### src/rtl/tri_bus_arbiter_pkg.sv
// Shared types and defaults for the tri-state bus arbiter.
// Latency: n/a (types only).
// Backpressure: n/a (types only).
//
// Contents:
//   arb_state_t  - sequencer state encoding (IDLE / GRANT / TURN)
//   DEF_*        - default parameter values used by the top and sub-modules
package tri_bus_arbiter_pkg;

  typedef enum logic [1:0] {
    ST_IDLE  = 2'd0,
    ST_GRANT = 2'd1,
    ST_TURN  = 2'd2
  } arb_state_t;

  localparam int DEF_N_REQ      = 4;
  localparam int DEF_MAX_HOLD   = 16;
  localparam int DEF_TURNAROUND = 1;

endpackage

### src/rtl/tri_bus_arbiter_rr_pick.sv
// Round-robin winner selection: first requester at or after ptr, wrapping.
// Latency: purely combinational, zero cycles.
// Backpressure: none; winner is valid whenever any req bit is set.
//
// Ports:
//   req        in   N_REQ  request vector
//   ptr        in   ID_W   highest-priority index for this search
//   win_onehot out  N_REQ  one-hot winner (zero when no request)
//   win_idx    out  ID_W   index of the winner (zero when no request)
//   win_vld    out  1      a winner exists
module rr_pick
  import tri_bus_arbiter_pkg::*;
#(
  parameter int N_REQ = DEF_N_REQ,
  parameter int ID_W  = $clog2(N_REQ)
) (
  input  logic [N_REQ-1:0] req,
  input  logic [ID_W-1:0]  ptr,
  output logic [N_REQ-1:0] win_onehot,
  output logic [ID_W-1:0]  win_idx,
  output logic             win_vld
);

  localparam logic [ID_W-1:0] LAST_IDX = ID_W'(N_REQ - 1);

  // Walk N_REQ positions starting at ptr; the first set bit wins. The index
  // wraps explicitly so non-power-of-two N_REQ never visits an unused code.
  always_comb begin
    logic [ID_W-1:0] j;
    win_onehot = '0;
    win_idx    = '0;
    win_vld    = 1'b0;
    j          = ptr;
    for (int i = 0; i < N_REQ; i++) begin
      if (!win_vld && req[j]) begin
        win_vld       = 1'b1;
        win_onehot[j] = 1'b1;
        win_idx       = j;
      end
      j = (j == LAST_IDX) ? '0 : j + ID_W'(1);
    end
  end

endmodule

### src/rtl/tri_bus_arbiter.sv
// Round-robin owner sequencer for a shared tri-state bus with a forced all-off gap between owners.
// Latency: req sampled at an edge grants on that same edge (gnt visible the following cycle); release drops gnt in one edge.
// Backpressure: owners hold the bus until req drops / done strobes, or MAX_HOLD expires while others wait.
//
// Ports:
//   clk       in   1       rising-edge clock
//   rst       in   1       asynchronous active-high reset
//   req       in   N_REQ   level request per driver
//   done      in   N_REQ   release strobe; only the owner's bit is looked at
//   gnt       out  N_REQ   one-hot grant, zero when unowned
//   oe        out  N_REQ   tri enable per driver, identical to gnt
//   bus_busy  out  1       some driver owns the bus
//   owner_id  out  ID_W    current owner, or the last one while idle
//   preempt   out  1       pulses on the cycle an owner loses the bus to MAX_HOLD
module tri_bus_arbiter
  import tri_bus_arbiter_pkg::*;
#(
  parameter int N_REQ      = DEF_N_REQ,
  parameter int MAX_HOLD   = DEF_MAX_HOLD,
  parameter int TURNAROUND = DEF_TURNAROUND
) (
  input  logic                     clk,
  input  logic                     rst,
  input  logic [N_REQ-1:0]         req,
  input  logic [N_REQ-1:0]         done,
  output logic [N_REQ-1:0]         gnt,
  output logic [N_REQ-1:0]         oe,
  output logic                     bus_busy,
  output logic [$clog2(N_REQ)-1:0] owner_id,
  output logic                     preempt
);

  localparam int ID_W   = $clog2(N_REQ);
  localparam int HOLD_W = $clog2(MAX_HOLD + 1);
  localparam int TA_W   = $clog2(TURNAROUND + 1);

  localparam logic [ID_W-1:0]   LAST_IDX = ID_W'(N_REQ - 1);
  localparam logic [HOLD_W-1:0] HOLD_MAX = HOLD_W'(MAX_HOLD);
  localparam logic [TA_W-1:0]   TA_LAST  = TA_W'(TURNAROUND);

  arb_state_t        state_q, state_d;
  logic [N_REQ-1:0]  gnt_q, gnt_d;
  logic [ID_W-1:0]   owner_q, owner_d;
  logic [ID_W-1:0]   ptr_q, ptr_d;
  logic [HOLD_W-1:0] hold_q, hold_d;
  logic [TA_W-1:0]   ta_q, ta_d;
  logic              preempt_q, preempt_d;

  logic [N_REQ-1:0]  win_onehot;
  logic [ID_W-1:0]   win_idx;
  logic              win_vld;

  logic              owner_req;
  logic              owner_done;
  logic              others_req;
  logic              hold_full;
  logic [ID_W-1:0]   ptr_after;

  rr_pick #(
    .N_REQ (N_REQ),
    .ID_W  (ID_W)
  ) u_pick (
    .req        (req),
    .ptr        (ptr_q),
    .win_onehot (win_onehot),
    .win_idx    (win_idx),
    .win_vld    (win_vld)
  );

  assign owner_req  = req[owner_q];
  assign owner_done = done[owner_q];
  // Anyone other than the owner waiting; non-owner done bits are ignored.
  assign others_req = |(req & ~gnt_q);
  assign hold_full  = (hold_q == HOLD_MAX);
  // Priority starts just past the outgoing owner so a preempted owner goes last.
  assign ptr_after  = (owner_q == LAST_IDX) ? '0 : owner_q + ID_W'(1);

  always_ff @(posedge clk or posedge rst) begin
    if (rst) begin
      state_q   <= ST_IDLE;
      gnt_q     <= '0;
      owner_q   <= '0;
      ptr_q     <= '0;
      hold_q    <= '0;
      ta_q      <= '0;
      preempt_q <= 1'b0;
    end else begin
      state_q   <= state_d;
      gnt_q     <= gnt_d;
      owner_q   <= owner_d;
      ptr_q     <= ptr_d;
      hold_q    <= hold_d;
      ta_q      <= ta_d;
      preempt_q <= preempt_d;
    end
  end

  always_comb begin
    state_d   = state_q;
    gnt_d     = gnt_q;
    owner_d   = owner_q;
    ptr_d     = ptr_q;
    hold_d    = hold_q;
    ta_d      = ta_q;
    preempt_d = 1'b0;

    unique case (state_q)
      ST_IDLE: begin
        gnt_d = '0;
        if (win_vld) begin
          state_d = ST_GRANT;
          gnt_d   = win_onehot;
          owner_d = win_idx;
          hold_d  = HOLD_W'(1);
        end
      end

      ST_GRANT: begin
        // A voluntary release wins over expiry, so no preempt in that case.
        if (!owner_req || owner_done) begin
          state_d = ST_TURN;
          gnt_d   = '0;
          ptr_d   = ptr_after;
          hold_d  = '0;
          ta_d    = TA_W'(1);
        end else if (hold_full && others_req) begin
          state_d   = ST_TURN;
          gnt_d     = '0;
          ptr_d     = ptr_after;
          hold_d    = '0;
          ta_d      = TA_W'(1);
          preempt_d = 1'b1;
        end else if (!hold_full) begin
          hold_d = hold_q + HOLD_W'(1);
        end
      end

      ST_TURN: begin
        gnt_d = '0;
        if (ta_q == TA_LAST) begin
          if (win_vld) begin
            state_d = ST_GRANT;
            gnt_d   = win_onehot;
            owner_d = win_idx;
            hold_d  = HOLD_W'(1);
          end else begin
            state_d = ST_IDLE;
          end
        end else begin
          ta_d = ta_q + TA_W'(1);
        end
      end

      default: begin
        state_d = ST_IDLE;
        gnt_d   = '0;
      end
    endcase
  end

  assign gnt      = gnt_q;
  assign oe       = gnt_q;
  assign bus_busy = |gnt_q;
  assign owner_id = owner_q;
  assign preempt  = preempt_q;

endmodule

### config.mk
export PLATFORM = sky130hd
export DESIGN_NAME = tri_bus_arbiter
export DESIGN_NICKNAME = d
export VERILOG_FILES = /design/src/rtl/tri_bus_arbiter_pkg.sv /design/src/rtl/tri_bus_arbiter_rr_pick.sv /design/src/rtl/tri_bus_arbiter.sv
export SDC_FILE = /design/constraint.sdc
export NUM_CORES = 1
export LEC_CHECK = 0
export CORE_MARGIN = 2
export CORE_UTILIZATION = 45
export CTS_BUF_LIST = sky130_fd_sc_hd__clkbuf_4
export DETAILED_ROUTE_END_ITERATION = 6
export PLACE_DENSITY = 0.8
export SLEW_MARGIN = 30
export SYNTH_ARGS = -nofsm -noshare
export SYNTH_HDL_FRONTEND = slang
export SYNTH_SLANG_ARGS = --single-unit
### constraint.sdc
create_clock -name clk -period 5.95 [get_ports clk]
set_input_delay 1.19 -clock clk [delete_from_list [all_inputs] [get_ports clk]]
set_output_delay 1.19 -clock clk [all_outputs]
set_load 0.02 [all_outputs]
==> flow_summary.json, run 1 <==
{
  "post-route-cell-area_um2": 1709,
  "cts_buffer_depth": 2,
  "fmaxAchievable_mhz": 292.6,
  "finalWeightedCongestion": 0.9084,
  "worst_setup_hold_path_clk_slew_ps": 110,
  "synthMuxAreaShare_pct": 8.020,
  "synth-main-ff-cell": "sky130_fd_sc_hd__dfrtp_1",
  "worst_setup_path_start_kind": "primary input",
  "io_buffer_count": 21,
  "root_buffer": "sky130_fd_sc_hd__clkbuf_4",
  "drive_above_1_share_pct": 8.523,
  "cts_made_buffers": 3,
  "final-max-slew-violation-count": 0,
  "first_global_vias": 1236,
  "worstPathCellList": "clkdlybuf4s50_1 -> mux4_2 -> or3_4 -> o21a_4 -> nor2_4 -> mux2_1",
  "global_route.usage.total_pct": 19.84,
  "leading_cell_types_in_the_layout_fill_and_taps_excluded": "sky130_fd_sc_hd__clkdlybuf4s50_1, sky130_fd_sc_hd__dfrtp_1, sky130_fd_sc_hd__nor2b_1, sky130_fd_sc_hd__inv_1, sky130_fd_sc_hd__ha_1",
  "yosysSeqAreaShare_pct": 28.40,
  "cp.arrival_ps": 3610,
  "synth-edff-count": 0,
  "ys_seq_elements": 17,
  "timing.setup.critical_path_class": "in -> reg",
  "tritoncts": "yes",
  "crit_slowest_cell": "sky130_fd_sc_hd__mux4_2",
  "worstHoldPathType": "reg -> reg",
  "yosys.area_share.simple_pct": 21.55,
  "synthesis.yosys.warnings": 0,
  "stdcell_count": 220,
  "wl_per_cell_um": 15.93,
  "grt_pass1_wl_um": 5664,
  "asyncSetResetFlopFracSynth_pct": 100.0,
  "detailed_place.area_um2": 1679,
  "dieArea_um2": 3806,
  "multi_input_gate_area_um2": 947.2,
  "drt_pre_antenna_iters": 4,
  "yosysUniqueCellTypes": 53,
  "post_synth_xor_area_fraction_pct": 0,
  "io_pins": 22,
  "power.density_cell_area_nw_per_um2": 480.0,
  "unrepaired_setup_endpoints_after_global_routing": "false",
  "post_synth_instance_area_um2": 1498,
  "layout.nets": 197,
  "initial_utilization_pct": 48.27,
  "fp-row-count": 20,
  "fill_cells": 297,
  "postSynthNetCount": 183,
  "placed_cells": 216,
  "tightestPinTransition_ps": 735.5,
  "tritoncts_num_sinks": 17,
  "hpwl_um": 2726,
  "maxSlewHeadroom_pct": 50.33,
  "final-hold-violation-count": 0,
  "endpoint_kind": "flop",
  "worst-path-max-fanout": 12,
  "cap_violations": 0,
  "post_synth.cell_area_avg_um2": 9.188,
  "count_of_routing_violations_after_the_opening_detailed_route_iteration": 100,
  "vias_per_cell": 6.014,
  "final-setup-viol-count": 0,
  "vias": 1323,
  "final_worst_path_period_share_pct": 57.44,
  "critical-path-top-delay-family": "multiplexers",
  "placeableCoreArea_um2": 3103,
  "ant_nets": 0,
  "mostFrequentLayoutCell": "sky130_fd_sc_hd__clkdlybuf4s50_1",
  "die_w_um": 61.69,
  "p_total_w": 0.0008204,
  "finalWirelength_um": 3504,
  "clock_insertion_delay_worst_skew_ps": 300,
  "synth_top_family_by_area": "compound AO/OA/AOI/OAI gates",
  "grt_antenna_before_repair": 0,
  "cp_num_buf_inv": 1,
  "htreeDepth": 1,
  "post_cts.repair.setup_buffers": 0,
  "area.sequential_um2": 425.4,
  "diodes": 0,
  "timing.final.crit_period_ps": 3418,
  "globalRouteOverflowTotal": 0,
  "post-route-drc-count": 0,
  "max-vdd-ir-drop_mv": 0.2067,
  "synthToLayoutAreaGrowth_pct": 14.12,
  "static-leakage-power_nw": 0.6845,
  "outcome": "finished clean",
  "grt_max_degree": 18,
  "synth-compound-area-share_pct": 25.31,
  "ctsHoldBuffers": 0,
  "post_cts.resized_instances": 0,
  "timing.clock.skew_ps": 9.681,
  "synthAdderAreaFrac_pct": 8.354,
  "critPathMaxStageDelay_ps": 660,
  "postSynthCellCount": 163,
  "timing.critical_path.required_ps": 6140,
  "die_y_um": 61.69,
  "timing.setup.tns_ps": 0
}
[final cells by class]
cell class                 instances  area share (%)
tap                               44           3.221
clock buffer                       4           1.757
inverter                          11           2.416
timing repair buffer              21           12.30
sequential                        17           24.89
multi-input combinational        123           55.42
[final timing paths]
| check | cells past startpoint | start | end | slack, ps |
|---|---|---|---|---|
| min in group asynchronous | 2 | rst | hold_q[0] | 1270 |
| worst max-delay path | 6 | req[2] | hold_q[0] | 2530 |
| max in group asynchronous | 2 | rst | hold_q[2] | 4250 |
| worst min register to register | 1 | ta_q | ta_q | 480 |
| worst min-delay path | 1 | ta_q | ta_q | 480 |
| worst max register to register | 8 | ptr_q[0] | hold_q[3] | 2880 |
[metal layers]
| layer | wire [um] | GRT usage, % | vias to the layer above |
|---|---|---|---|
| met2 | 1831 | 35.04 | 43 |
| met5 | 0 | 0 | - |
| met1 | 1503 | 25.81 | 637 |
| met4 | 70 | 7.599 | 0 |
| li1 | - | - | 635 |
| met3 | 99 | 0.6211 | 8 |
[report_power, final]
group	internal, W	leakage [nW]	switching, W
combinational	0.000238	0.450	0.000304
clock	0.0000307	0.0184	0.0000382
sequential	0.000152	0.216	0.0000578
total	0.000420	0.685	0.000400
[worst reg2reg max path: stages, from the launching register on]
cell and delay, ps:
sky130_fd_sc_hd__dfrtp_1 690, sky130_fd_sc_hd__inv_1 260, sky130_fd_sc_hd__ha_1 510, sky130_fd_sc_hd__nand2b_1 190, sky130_fd_sc_hd__o22ai_1 80, sky130_fd_sc_hd__a21oi_1 520, sky130_fd_sc_hd__o211ai_1 260, sky130_fd_sc_hd__a21o_1 230
sky130_fd_sc_hd__a211oi_1 240
[cells by family (layout without fill, tap and decap cells)]
family / count (synthesis) / count (layout)
compound gates: 50 / 50
fa+ha+maj: 10 / 10
buf+inv: 23 / 36
flops: 17 / 17
mux: 8 / 8
simple gates: 55 / 55
[per-stage QoR]
stage	worst slack (ps)	hold WS (ps)	utilization [%]
floorplan	2948	439.0	-
global placement	2326	457.7	54.11
global route	2448	502.5	55.08
CTS	2535	483.9	55.08
detailed placement	2211	456.6	54.11
finish	2532	481.4	55.08
[state kept, by name (all words and copies together) (netlist names)]
name	count
hold_q	5
ta_q	1
gnt	4
state_q	2
ptr_q	2
preempt	1
owner_id	2
[cells in the mapped netlist (all sizes together), types with 2 or more instances]
cell type  number  area [um2]
a32oi           3       26.28
nor3            2       10.01
a221oi          2       17.52
mux2i           3       30.03
nor4b           3       26.28
inv            11       41.29
nor2b          13       81.33
a211oi          2       15.01
nor2           11       51.30
or3             2       17.52
buf            11       80.08
nand2           8       30.03
mux4            3       67.56
o22ai           3       18.77
a222oi          3       30.03
a21oi           6       30.03
mux2            2       22.52
and3            3       18.77
nand2b          4       25.02
nand3           3       15.01
a31oi           5       46.29
a21o            3       22.52
ha             10       125.1
o21ai          10       53.80
dfrtp          17       425.4
o211ai          2       15.01
No activity file was read; power rests on OpenSTA's default activity.
==> inputs of run 2 (changes only) <==
- clock period: 5.95 -> 3.2 ns (I/O delays scaled with it)
==> run 2 against run 1 <==
Non-clock buffer count grew 9. Critical path type is now reg -> reg. Register-to-register slack lost 2400 ps. Largest power group unchanged. Sequential power grew 78%. Critical endpoint unchanged. Clock power grew 87%.
==> flow_summary.json, run 2 (same netlist as run 1, synthesis figures left out) <==
{
  "final.hold.worst_slack_ps": 486.1,
  "timing.setup.critical_path_class": "reg -> reg",
  "share_clk_of_total_power_pct": 8.3,
  "clock_insertion_delay_worst_skew_ps": 300,
  "worstHoldPathType": "reg -> reg",
  "ant_nets": 0,
  "worst_setup_hold_path_clk_slew_ps": 100,
  "tritoncts": "yes",
  "outcome": "finished clean",
  "drive_above_1_share_pct": 12.97,
  "whs_path_depth": 1,
  "leading_cell_types_in_the_layout_fill_and_taps_excluded": "sky130_fd_sc_hd__clkdlybuf4s50_1, sky130_fd_sc_hd__dfrtp_1, sky130_fd_sc_hd__nor2b_1, sky130_fd_sc_hd__inv_1, sky130_fd_sc_hd__ha_1",
  "die_y_um": 61.69,
  "max-vdd-ir-drop_mv": 0.4217,
  "switching_share_pct": 47.79,
  "global_route.usage.total_pct": 20.14,
  "grt_pass1_wl_um": 5782,
  "final-setup-viol-count": 0,
  "timing.clock.skew_ps": 1.658,
  "synthToLayoutAreaGrowth_pct": 18.63,
  "final-max-slew-violation-count": 0,
  "die_w_um": 61.69,
  "power_switching_w": 0.0007455,
  "worst-path-max-fanout": 11,
  "static-leakage-power_nw": 0.7269,
  "wl_per_cell_um": 15.54,
  "endpoint_kind": "flop",
  "area.sequential_um2": 425.4,
  "ctsHoldBuffers": 0,
  "multi_input_gate_area_um2": 947.2,
  "final-hold-violation-count": 0,
  "count_of_routing_violations_after_the_opening_detailed_route_iteration": 59,
  "hpwl_um": 2768,
  "post_cts.resized_instances": 0,
  "cts_made_buffers": 3,
  "post-route-drc-count": 0,
  "power.density_cell_area_nw_per_um2": 878.0,
  "cts_buffer_depth": 2,
  "final_worst_path_period_share_pct": 85.69,
  "post_cts.repair.setup_buffers": 0,
  "root_buffer": "sky130_fd_sc_hd__clkbuf_4",
  "timing.setup.tns_ps": 0,
  "p_total_w": 0.001560,
  "cp.arrival_ps": 2930,
  "vias": 1357,
  "maxSlewHeadroom_pct": 55.74,
  "setup_slack_ps": 458.0,
  "grt_antenna_before_repair": 0,
  "tightestPinTransition_ps": 654.9,
  "intPower_w": 0.0008144,
  "final_core_util_pct": 57.26,
  "layout.nets": 206,
  "placement.setup.worst_slack_ps": 371.7,
  "initial_utilization_pct": 48.27,
  "fill_cells": 303,
  "finalWirelength_um": 3558,
  "first_global_vias": 1286,
  "comb_power_share_pct": 67.9,
  "mostFrequentLayoutCell": "sky130_fd_sc_hd__clkdlybuf4s50_1",
  "tritoncts_num_sinks": 17,
  "io_buffer_count": 21,
  "timing.final.crit_period_ps": 2742,
  "globalRouteOverflowTotal": 0,
  "finalWeightedCongestion": 0.8726,
  "io_pins": 22,
  "largest_register_ffs": 5,
  "r2r.worst_path.cells": 8,
  "timing.critical_path.required_ps": 3390,
  "grt_max_degree": 18,
  "dieArea_um2": 3806,
  "drt_pre_antenna_iters": 7,
  "max_flop_register": "hold_q",
  "placeableCoreArea_um2": 3103,
  "worst_setup_path_start_kind": "flop",
  "vias_per_cell": 5.926,
  "diodes": 0,
  "cap_violations": 0,
  "unrepaired_setup_endpoints_after_global_routing": "false",
  "htreeDepth": 1,
  "fp-row-count": 20,
  "seqPwrFrac_pct": 23.8,
  "fmaxAchievable_mhz": 364.7
}
==> run 2: critical path, cell delays in order, from the launching register on <==
cell and delay (ps):
sky130_fd_sc_hd__dfrtp_1 530, sky130_fd_sc_hd__inv_1 180, sky130_fd_sc_hd__ha_1 540, sky130_fd_sc_hd__mux2i_1 230, sky130_fd_sc_hd__nor2_1 80, sky130_fd_sc_hd__or3_4 370, sky130_fd_sc_hd__o21a_4 250, sky130_fd_sc_hd__nor2_4 130
sky130_fd_sc_hd__mux2_1 330
==> run 2: final timing paths <==
kind | start | to | slack, ps
setup / recovery | ptr_q[1] | hold_q[0] | 460
hold / removal | ta_q | ta_q | 490
setup reg to reg | ptr_q[1] | hold_q[0] | 460
hold reg to reg | ta_q | ta_q | 490
max in group asynchronous | rst | hold_q[4] | 2070
min in group asynchronous | rst | preempt | 720
==> run 2: final cells by class <==
type,count,area share [%]
multi-input cells,123,53.31
clock buffers,4,1.690
well taps,44,3.099
inverters,11,2.324
flip-flops and latches,17,23.94
repair buffers,30,15.63
==> run 2: per-layer routing <==
| metal | global-route usage (%) | vias to the layer above | wire length (um) | part of all wire, % |
|---|---|---|---|---|
| li1 | - | 655 | - | - |
| met1 | 24.71 | 668 | 1566 | 44 |
| met2 | 38.35 | 32 | 1875 | 53 |
| met3 | 1.242 | 2 | 94 | 2.6 |
| met4 | 4.559 | 0 | 23 | 0.65 |
| met5 | 0 | - | 0 | 0 |
==> run 2: through the flow <==
step           cells  area, um2
2_1_floorplan    163       1498
6_report         229       1777
3_3_place_gp     225       1747
5_1_grt          229       1777
3_5_place_dp     225       1747
4_1_cts          229       1777
==> run 2: power groups by stage <==
stage          clock [W]  sequential [W]  combinational, W
2_1_floorplan          0        0.000387          0.000753
3_3_place_gp           0        0.000374           0.00101
3_5_place_dp           0        0.000376           0.00105
4_1_cts         0.000129        0.000373           0.00105
5_1_grt         0.000139        0.000385           0.00116
6_report        0.000129        0.000372           0.00106
